<file path="config.mk">
export PLATFORM = sky130hd
export DESIGN_NAME = pipe_egress_credit_buffer
export DESIGN_NICKNAME = d
export VERILOG_FILES = /design/src/rtl/pipe_egress_pkg.sv /design/src/rtl/pipe_egress_fifo.sv /design/src/rtl/pipe_egress_credit_buffer.sv
export SDC_FILE = /design/constraint.sdc
export NUM_CORES = 1
export LEC_CHECK = 0
export ABC_AREA = 1
export BUFFER_PORTS_ARGS = -buffer_cell sky130_fd_sc_hd__buf_2
export CAP_MARGIN = 20
export CORE_MARGIN = 2
export CORE_UTILIZATION = 45
export DETAILED_ROUTE_END_ITERATION = 12
export SLEW_MARGIN = 30
export SYNTH_ARGS = -nofsm -noshare
export SYNTH_HDL_FRONTEND = slang
export SYNTH_SLANG_ARGS = --single-unit
</file>
<file path="constraint.sdc">
create_clock -name clk -period 3.3 [get_ports clk]
set_input_delay 0.495 -clock clk [delete_from_list [all_inputs] [get_ports clk]]
set_output_delay 0.495 -clock clk [all_outputs]
set_load 0.005 [all_outputs]
</file>
<file path="src/rtl/pipe_egress_pkg.sv">
// Shared definitions for the pipeline egress credit buffer: default sizing,
// FIFO operation encoding and the non-power-of-2 pointer wrap helper.
package pipe_egress_pkg;

  localparam int DEFAULT_DATA_WIDTH = 32;
  localparam int DEFAULT_DEPTH      = 5;

  // FIFO operation for one cycle, encoded as {write_accepted, read_accepted}
  typedef enum logic [1:0] {
    FIFO_IDLE = 2'b00,
    FIFO_RD   = 2'b01,
    FIFO_WR   = 2'b10,
    FIFO_RW   = 2'b11
  } fifo_op_e;

  // Advance a circular pointer, wrapping from depth-1 back to 0 by compare
  function automatic int ptr_next(input int ptr, input int depth);
    return (ptr == depth - 1) ? 0 : ptr + 1;
  endfunction

endpackage

</file>
<file path="src/rtl/pipe_egress_fifo.sv">
// Circular FIFO holding pipeline results until the consumer accepts them.
// Any DEPTH >= 2 is supported; pointers wrap by explicit compare.
module pipe_egress_fifo
  import pipe_egress_pkg::*;
#(
  parameter int DATA_WIDTH = DEFAULT_DATA_WIDTH,
  parameter int DEPTH      = DEFAULT_DEPTH
) (
  input  logic                       clk,
  input  logic                       rst,
  input  logic                       wr_en,
  input  logic [DATA_WIDTH-1:0]      wr_data,
  input  logic                       rd_en,
  output logic [DATA_WIDTH-1:0]      rd_data,
  output logic [$clog2(DEPTH+1)-1:0] count
);

  localparam int PTR_W = $clog2(DEPTH);
  localparam int CNT_W = $clog2(DEPTH+1);

  logic [DATA_WIDTH-1:0] mem [DEPTH];
  logic [PTR_W-1:0]      wr_ptr;
  logic [PTR_W-1:0]      rd_ptr;
  logic [CNT_W-1:0]      count_q;
  logic                  full;
  logic                  empty;
  logic                  rd_acc;
  logic                  wr_acc;
  fifo_op_e              op;

  assign full    = (count_q == CNT_W'(DEPTH));
  assign empty   = (count_q == '0);
  assign rd_acc  = rd_en && !empty;
  // A full buffer still accepts a write when the head leaves in the same cycle
  assign wr_acc  = wr_en && (!full || rd_acc);
  assign op      = fifo_op_e'({wr_acc, rd_acc});
  assign rd_data = mem[rd_ptr];
  assign count   = count_q;

  // Storage write; contents need no reset because count gates visibility
  always_ff @(posedge clk) begin
    if (wr_acc) mem[wr_ptr] <= wr_data;
  end

  // Pointer and occupancy bookkeeping
  always_ff @(posedge clk or posedge rst) begin
    if (rst) begin
      wr_ptr  <= '0;
      rd_ptr  <= '0;
      count_q <= '0;
    end else begin
      if (wr_acc) wr_ptr <= PTR_W'(ptr_next(32'(wr_ptr), DEPTH));
      if (rd_acc) rd_ptr <= PTR_W'(ptr_next(32'(rd_ptr), DEPTH));
      case (op)
        FIFO_WR: count_q <= count_q + CNT_W'(1);
        FIFO_RD: count_q <= count_q - CNT_W'(1);
        default: count_q <= count_q;
      endcase
    end
  end

endmodule

</file>
<file path="src/rtl/pipe_egress_credit_buffer.sv">
// Egress buffer behind a fixed-latency valid-only pipeline. Credits gate the
// pipeline input so every issued item owns a buffer slot when it exits, and
// the buffered words are offered to a ready/valid consumer.
// Optional feature: define PIPE_EGRESS_OVF_CHECK_EN to build the sticky
// overflow detector; otherwise overflow is tied low.
module pipe_egress_credit_buffer
  import pipe_egress_pkg::*;
#(
  parameter int DATA_WIDTH = DEFAULT_DATA_WIDTH,
  parameter int DEPTH      = DEFAULT_DEPTH
) (
  input  logic                       clk,
  input  logic                       rst,
  input  logic                       up_valid,
  output logic                       up_ready,
  output logic                       issue_valid,
  input  logic                       pipe_valid,
  input  logic [DATA_WIDTH-1:0]      pipe_data,
  output logic                       out_valid,
  input  logic                       out_ready,
  output logic [DATA_WIDTH-1:0]      out_data,
  output logic [$clog2(DEPTH+1)-1:0] credits,
  output logic                       overflow
);

  localparam int CNT_W = $clog2(DEPTH+1);

  logic [CNT_W-1:0] credits_q;
  logic [CNT_W-1:0] fifo_count;
  logic             issue;
  logic             pop;

  assign up_ready    = (credits_q != '0);
  assign issue       = up_valid && up_ready;
  assign issue_valid = issue;
  assign out_valid   = (fifo_count != '0);
  assign pop         = out_valid && out_ready;
  assign credits     = credits_q;

  pipe_egress_fifo #(
    .DATA_WIDTH (DATA_WIDTH),
    .DEPTH      (DEPTH)
  ) u_fifo (
    .clk     (clk),
    .rst     (rst),
    .wr_en   (pipe_valid),
    .wr_data (pipe_data),
    .rd_en   (pop),
    .rd_data (out_data),
    .count   (fifo_count)
  );

  // Credit counter: issue consumes a credit, pop returns one
  always_ff @(posedge clk or posedge rst) begin
    if (rst) begin
      credits_q <= CNT_W'(DEPTH);
    end else begin
      case ({issue, pop})
        2'b10:   credits_q <= credits_q - CNT_W'(1);
        2'b01:   credits_q <= credits_q + CNT_W'(1);
        default: credits_q <= credits_q;
      endcase
    end
  end

`ifdef PIPE_EGRESS_OVF_CHECK_EN
  logic [CNT_W:0] committed;
  logic           fifo_full;
  logic           ovf_event;
  logic           overflow_q;

  assign committed = {1'b0, credits_q} + {1'b0, fifo_count};
  assign fifo_full = (fifo_count == CNT_W'(DEPTH));
  // A result with no outstanding issue, or one landing on a full buffer, is a protocol error
  assign ovf_event = pipe_valid &&
                     ((fifo_full && !pop) || (committed == (CNT_W+1)'(DEPTH)));
  assign overflow  = overflow_q;

  // Sticky error flag, cleared only by reset
  always_ff @(posedge clk or posedge rst) begin
    if (rst) overflow_q <= 1'b0;
    else if (ovf_event) overflow_q <= 1'b1;
  end
`else
  assign overflow = 1'b0;
`endif

endmodule

</file>
**After elaboration in Yosys (flattened, before gate mapping)**

Memories as Yosys holds them, arrays and structs flattened.
Cells that the tools add are included.
Widths: inputs -> output; s select.

- Register bits after elaboration: 12
- Memory bits (writable): 160
- Bits of input ports: 37
- Output and inout bits: 39
- Word-level logic and storage cells: 36
- Memories kept: 1

Memory list:

| name | words | bits a word | read ports | clocked after Yosys merged registers in | write ports | line | source |
|---|---|---|---|---|---|---|---|
| u_fifo.mem | 5 | 32 | 1 | 0 | 1 | pipe_egress_fifo.sv:21 | `logic [DATA_WIDTH-1:0] mem [DEPTH];` |

- Add/subtract/negate cells: 6
- Equal/unequal tests: 7
- Mux-type cells: 6
- Reductions and logical operators: 12

Operators by type and width:

| kind | count |
|---|---|
| $add 3x1->3 const B | 4 |
| $pmux 3 s2 | 2 |
| $eq 3x3->1 const B | 3 |
| $mux 3 | 2 |
| $reduce_bool 3->1 | 2 |
| $sub 3x1->3 const B | 2 |
| $eq 2x1->1 const B | 2 |
| $eq 2x2->1 const B | 2 |
| $logic_and 1x1->1 | 4 |
| $reduce_bool 2->1 | 2 |
| $logic_not 3->1 | 1 |
| $logic_not 1->1 | 2 |
| $mux 1 | 2 |
| $logic_or 1x1->1 | 1 |

**Longest topological paths before layout**

- Word-level depth: 7
- Mapped depth: 12
- Gate-level depth less buffers: 11

**Cells and area by module**

Synthesis repeated with hierarchy kept, for this count alone.

- Cell total of the unflattened synthesis: 551
- Area total of the unflattened synthesis: 6885.4 sq um

Modules (own cells, without submodules):

| module | times used | cells an instance | area an instance (sq um) | seq. area each (sq um) |
|---|---|---|---|---|
| pipe_egress_fifo | 1 | 521 | 6653.9 | 5029.8 |
| pipe_egress_credit_buffer | 1 | 30 | 231.5 | 77.6 |

**Least setup slack after synthesis**

No wires, ideal clock.

- Path kind: input to register
- From: input out_ready
- To: memory u_fifo.mem[0][0] (netlist bit), enable pin
- Setup time: 0.421 ns
- Arrival: 2.169 ns
- Required time: 2.879 ns
- Slack: 0.710 ns
- Stages: 5
- Buffers on the path: 1
- Path through: nor2_1 nand2_1 nand2_1 buf_4 nor2_1

- Cells in the longest elaborated chain, start to end: 6

RTL lines:

| what | line | source |
|---|---|---|
| from (decl) | pipe_egress_credit_buffer.sv:20 | `input logic out_ready,` |
| $logic_and 1x1->1 | pipe_egress_credit_buffer.sv:37 | `assign pop = out_valid && out_ready;` |
| $logic_and 1x1->1 | pipe_egress_fifo.sv:33 | `assign rd_acc = rd_en && !empty;` |
| $logic_or 1x1->1 | pipe_egress_fifo.sv:35 | `assign wr_acc = wr_en && (!full \|\| rd_acc);` |
| $logic_and 1x1->1 | pipe_egress_fifo.sv:35 |  |
| $mux 1 | pipe_egress_fifo.sv:42 | `if (wr_acc) mem[wr_ptr] <= wr_data;` |
| $mux 1 (implied by the code) | pipe_egress_fifo.sv:42 |  |
| to (decl) | pipe_egress_fifo.sv:21 |  |

No other way between the ends.

**Final worst setup path**

- From: register u_fifo.rd_ptr[0]
- To: output out_data[3]

- Cells in the longest elaborated chain, start to end: 1

RTL lines:

| what | line | source |
|---|---|---|
| from (decl) | pipe_egress_fifo.sv:23 | `logic [PTR_W-1:0] rd_ptr;` |
| from (signal assigned) | pipe_egress_fifo.sv:53 | `if (rd_acc) rd_ptr <= PTR_W'(ptr_next(32'(rd_ptr), DEPTH));` |
| $mem_v2 5x32 | - |  |
| to (decl) | pipe_egress_credit_buffer.sv:21 | `output logic [DATA_WIDTH-1:0] out_data,` |

No other way between the ends.

==> results.cfg <==
[power_and_ir_drop]
peakVddDrop_uv = 491
switching_power_mw = 2.56
p_per_area_mw_per_mm2 = 848
p_int_mw = 4.78
seq_power_share_pct = 40.3
switching_share_pct = 34.9
clkPwrFrac_pct = 25.1
leakagePower_nw = 3.90
combinationalPowerShare_pct = 34.5
finalPower_mw = 7.34

[clocking]
clock_path_buffers = 2
cts-buffers-inserted = 17
clock_latency_ps = 430
clock-root-buffer = clkbuf_16
htree_levels = 4
cts_tree = built
clock-sinks = 172
path_clk_slew_ps = 60
cts-hold-fix-buffers = 0
post_cts_buffers = 0
postCtsResizedCells = 0

[synthesis]
syn-cell-area_sq_mm = 0.00755
yosysSeqAreaShare_pct = 67.7
synth.area.top_cells = edfxtp_1, nand2_1, inv_1, nand3_1, dfrtp_1
synth-edff-count = 160
synth_top_area_share_pct = 63.6
synth_top_area_cell = edfxtp_1
synth_commonest_cells = nand2_1, edfxtp_1, inv_1
async_flop_share_pct = 6.98
ys_warn_count = 0
synthCells = 741
synth_flop_cell = edfxtp_1
synth_area_per_cell_sq_um = 10.2
yosysMostFrequentCell = nand2_1
synth_nets = 786
synth.distinct_cells = 20
ys_ff_latch = 172

[global_route]
overflow = 0
grt_pass1_vias = 4706
grt_pass1_wl_um = 24000
grt_usage_pct = 17.6
grt_antenna_before_repair = 1
grt_max_degree = 67

[final_layout]
final_nets = 862
utilization_pct = 52.6
drive_gt1_share_pct = 18.0
area_growth_syn_to_layout_pct = 14.7

[drt]
wl_per_cell_um = 14.0
dr.pass1.iters = 4
drt_first_iter_violations = 243
viasPerCell = 4.57
routedLengthMet1_um = 7040
dr_total_vias = 4789
ant_nets = 0
dr_wl_met2_um = 6940
dr_wl_met3_um = 495
totalWireLength_um = 14700
top_layer_used = met4
post-route-drc-count = 0

[setup_path]
cp_cell_sequence = inv_2 -> buf_4 -> nand2_1 -> nand3_1 -> nand2_1 -> nand2_1 -> nand2_1 -> buf_2
slowest_stage = inv_2
crit_top_cell = nand2_1
cp-start-kind = register
cpPeakStageDelay_ps = 480
critical_path_arrival_ps = 2130
worstSetupEndpointType = output port
worstPathMaxFanout = 36
timing_worst_setup_path_type = register to output port
required_ps = 2800

[sta]
period_share_pct = 79.7
clock.fmax_ghz = 0.380
worst_slew_margin_rel_pct = 52.2
fin_skew_ps = 14.5
worst_slew_pin_slew_ps = 718
finalSetupTns_ps = 0
finalCriticalPeriod_ps = 2630
setup_violations = 0
finalWorstSetupSlack_ps = 671
finalHoldViolCount = 0
slew_viol_final = 0
rsz0062_at_grt = no
holdWs_ps = 71.9

[outcome]
outcome = complete, no violations

[floorplanning]
rows = 47
io_pins = 76
die_y_um = 134
dieArea_sq_mm = 0.0178
die_w_um = 134
initial_core_util_pct = 45.8
coreArea_sq_mm = 0.0165

[worst_hold_path]
hold_class = input pin to async pin

[placement]
port_buffers = 74
gp_congestion = 0.741
pre_cts_slack_ps = 827
dp_hpwl_um = 8850

[flow_run]
max_cap_viol_count = 0
-- flip-flops by register name, summed over array words and instances, names as in the netlist --
name / count
u_fifo.wr_ptr: 3
u_fifo.rd_ptr: 3
u_fifo.count: 3
credits: 3
u_fifo.mem: 160
-- path summary, 6_finish.rpt --
check | to | cells past startpoint | slack [ps] | startpoint
worst min register to register | credits[2] | 2 | 490 | credits[2]
worst max register to register | u_fifo.count[2] | 10 | 1000 | u_fifo.count[0]
min in group clk | u_fifo.mem[4][23] | 1 | 300 | pipe_data[23]
worst min-delay path | u_fifo.count[0] | 2 | 70 | rst
max in group asynchronous | credits[2] | 2 | 2870 | rst
worst max-delay path | out_data[3] | 8 | 670 | u_fifo.rd_ptr[0]
-- through the flow --
step                cell area [sq um]  cells
CTS                              8650   1047
floorplan                        7550    741
finish                           8660   1048
global placement                 8120   1018
detailed placement               8120   1018
global route                     8650   1047
-- layer usage --
layer | GRT usage, % | up-vias
met5 | 0 | -
met3 | 4.15 | 19
met1 | 23.5 | 2228
li1 | - | 2455
met4 | 6.32 | 0
met2 | 28.4 | 87
-- power by group through the flow --
stage	Sequential [mW]	Combinational [mW]	Clock, mW
3_3_place_gp	2.99	2.54	0
3_5_place_dp	3.00	2.58	0
2_1_floorplan	2.99	1.78	0
6_report	2.96	2.53	1.84
5_1_grt	2.99	2.92	1.98
4_1_cts	2.96	2.59	1.89
-- kinds of logic after synthesis --
family,share of synthesized area [%]
DFF,67.7
and+or+nand+nor,19.6
buffers and inverters,10.3
xor gates and xnor gates,0.464
AOI/OAI and AO/OA,0.398
other,0.0497
adders and majority gates,1.52
-- critical path, delay by kind of cell, from the launching register on --
family	cells	cell delay, ps
buffers and inverters	3	950
AND/OR/NAND/NOR	5	350
flip-flops	1	400
-- cells in the final DEF (no fill, tap or decap) --
cell type,n
clkinvlp_4,1
edfxtp_1,160
ha_1,6
buf_2,74
buf_4,13
dfstp_2,2
clkinv_1,25
conb_1,1
o21ai_1,6
nand2_1,290
clkbuf_16,17
diode_2,1
dfrtp_2,1
inv_2,24
dfrtp_1,9
bufinv_16,2
inv_1,99
nor2_4,5
clkbuf_1,1
nor2_1,4
clkinv_2,10
nand3_1,71
fa_1,2
xor2_1,2
xnor2_1,2
-- area by class of cell --
| type | count | area [sq um] |
|---|---|---|
| clock buffer | 18 | 429 |
| multi-input combinational | 389 | 1700 |
| timing repair buffer | 87 | 468 |
| sequential | 172 | 5110 |
| tap | 220 | 275 |
| clock inverter | 11 | 105 |
| fill | 1454 | 7810 |
| inverter | 150 | 568 |
| antenna | 1 | 2.50 |
Power figures use the tool's default switching activity.
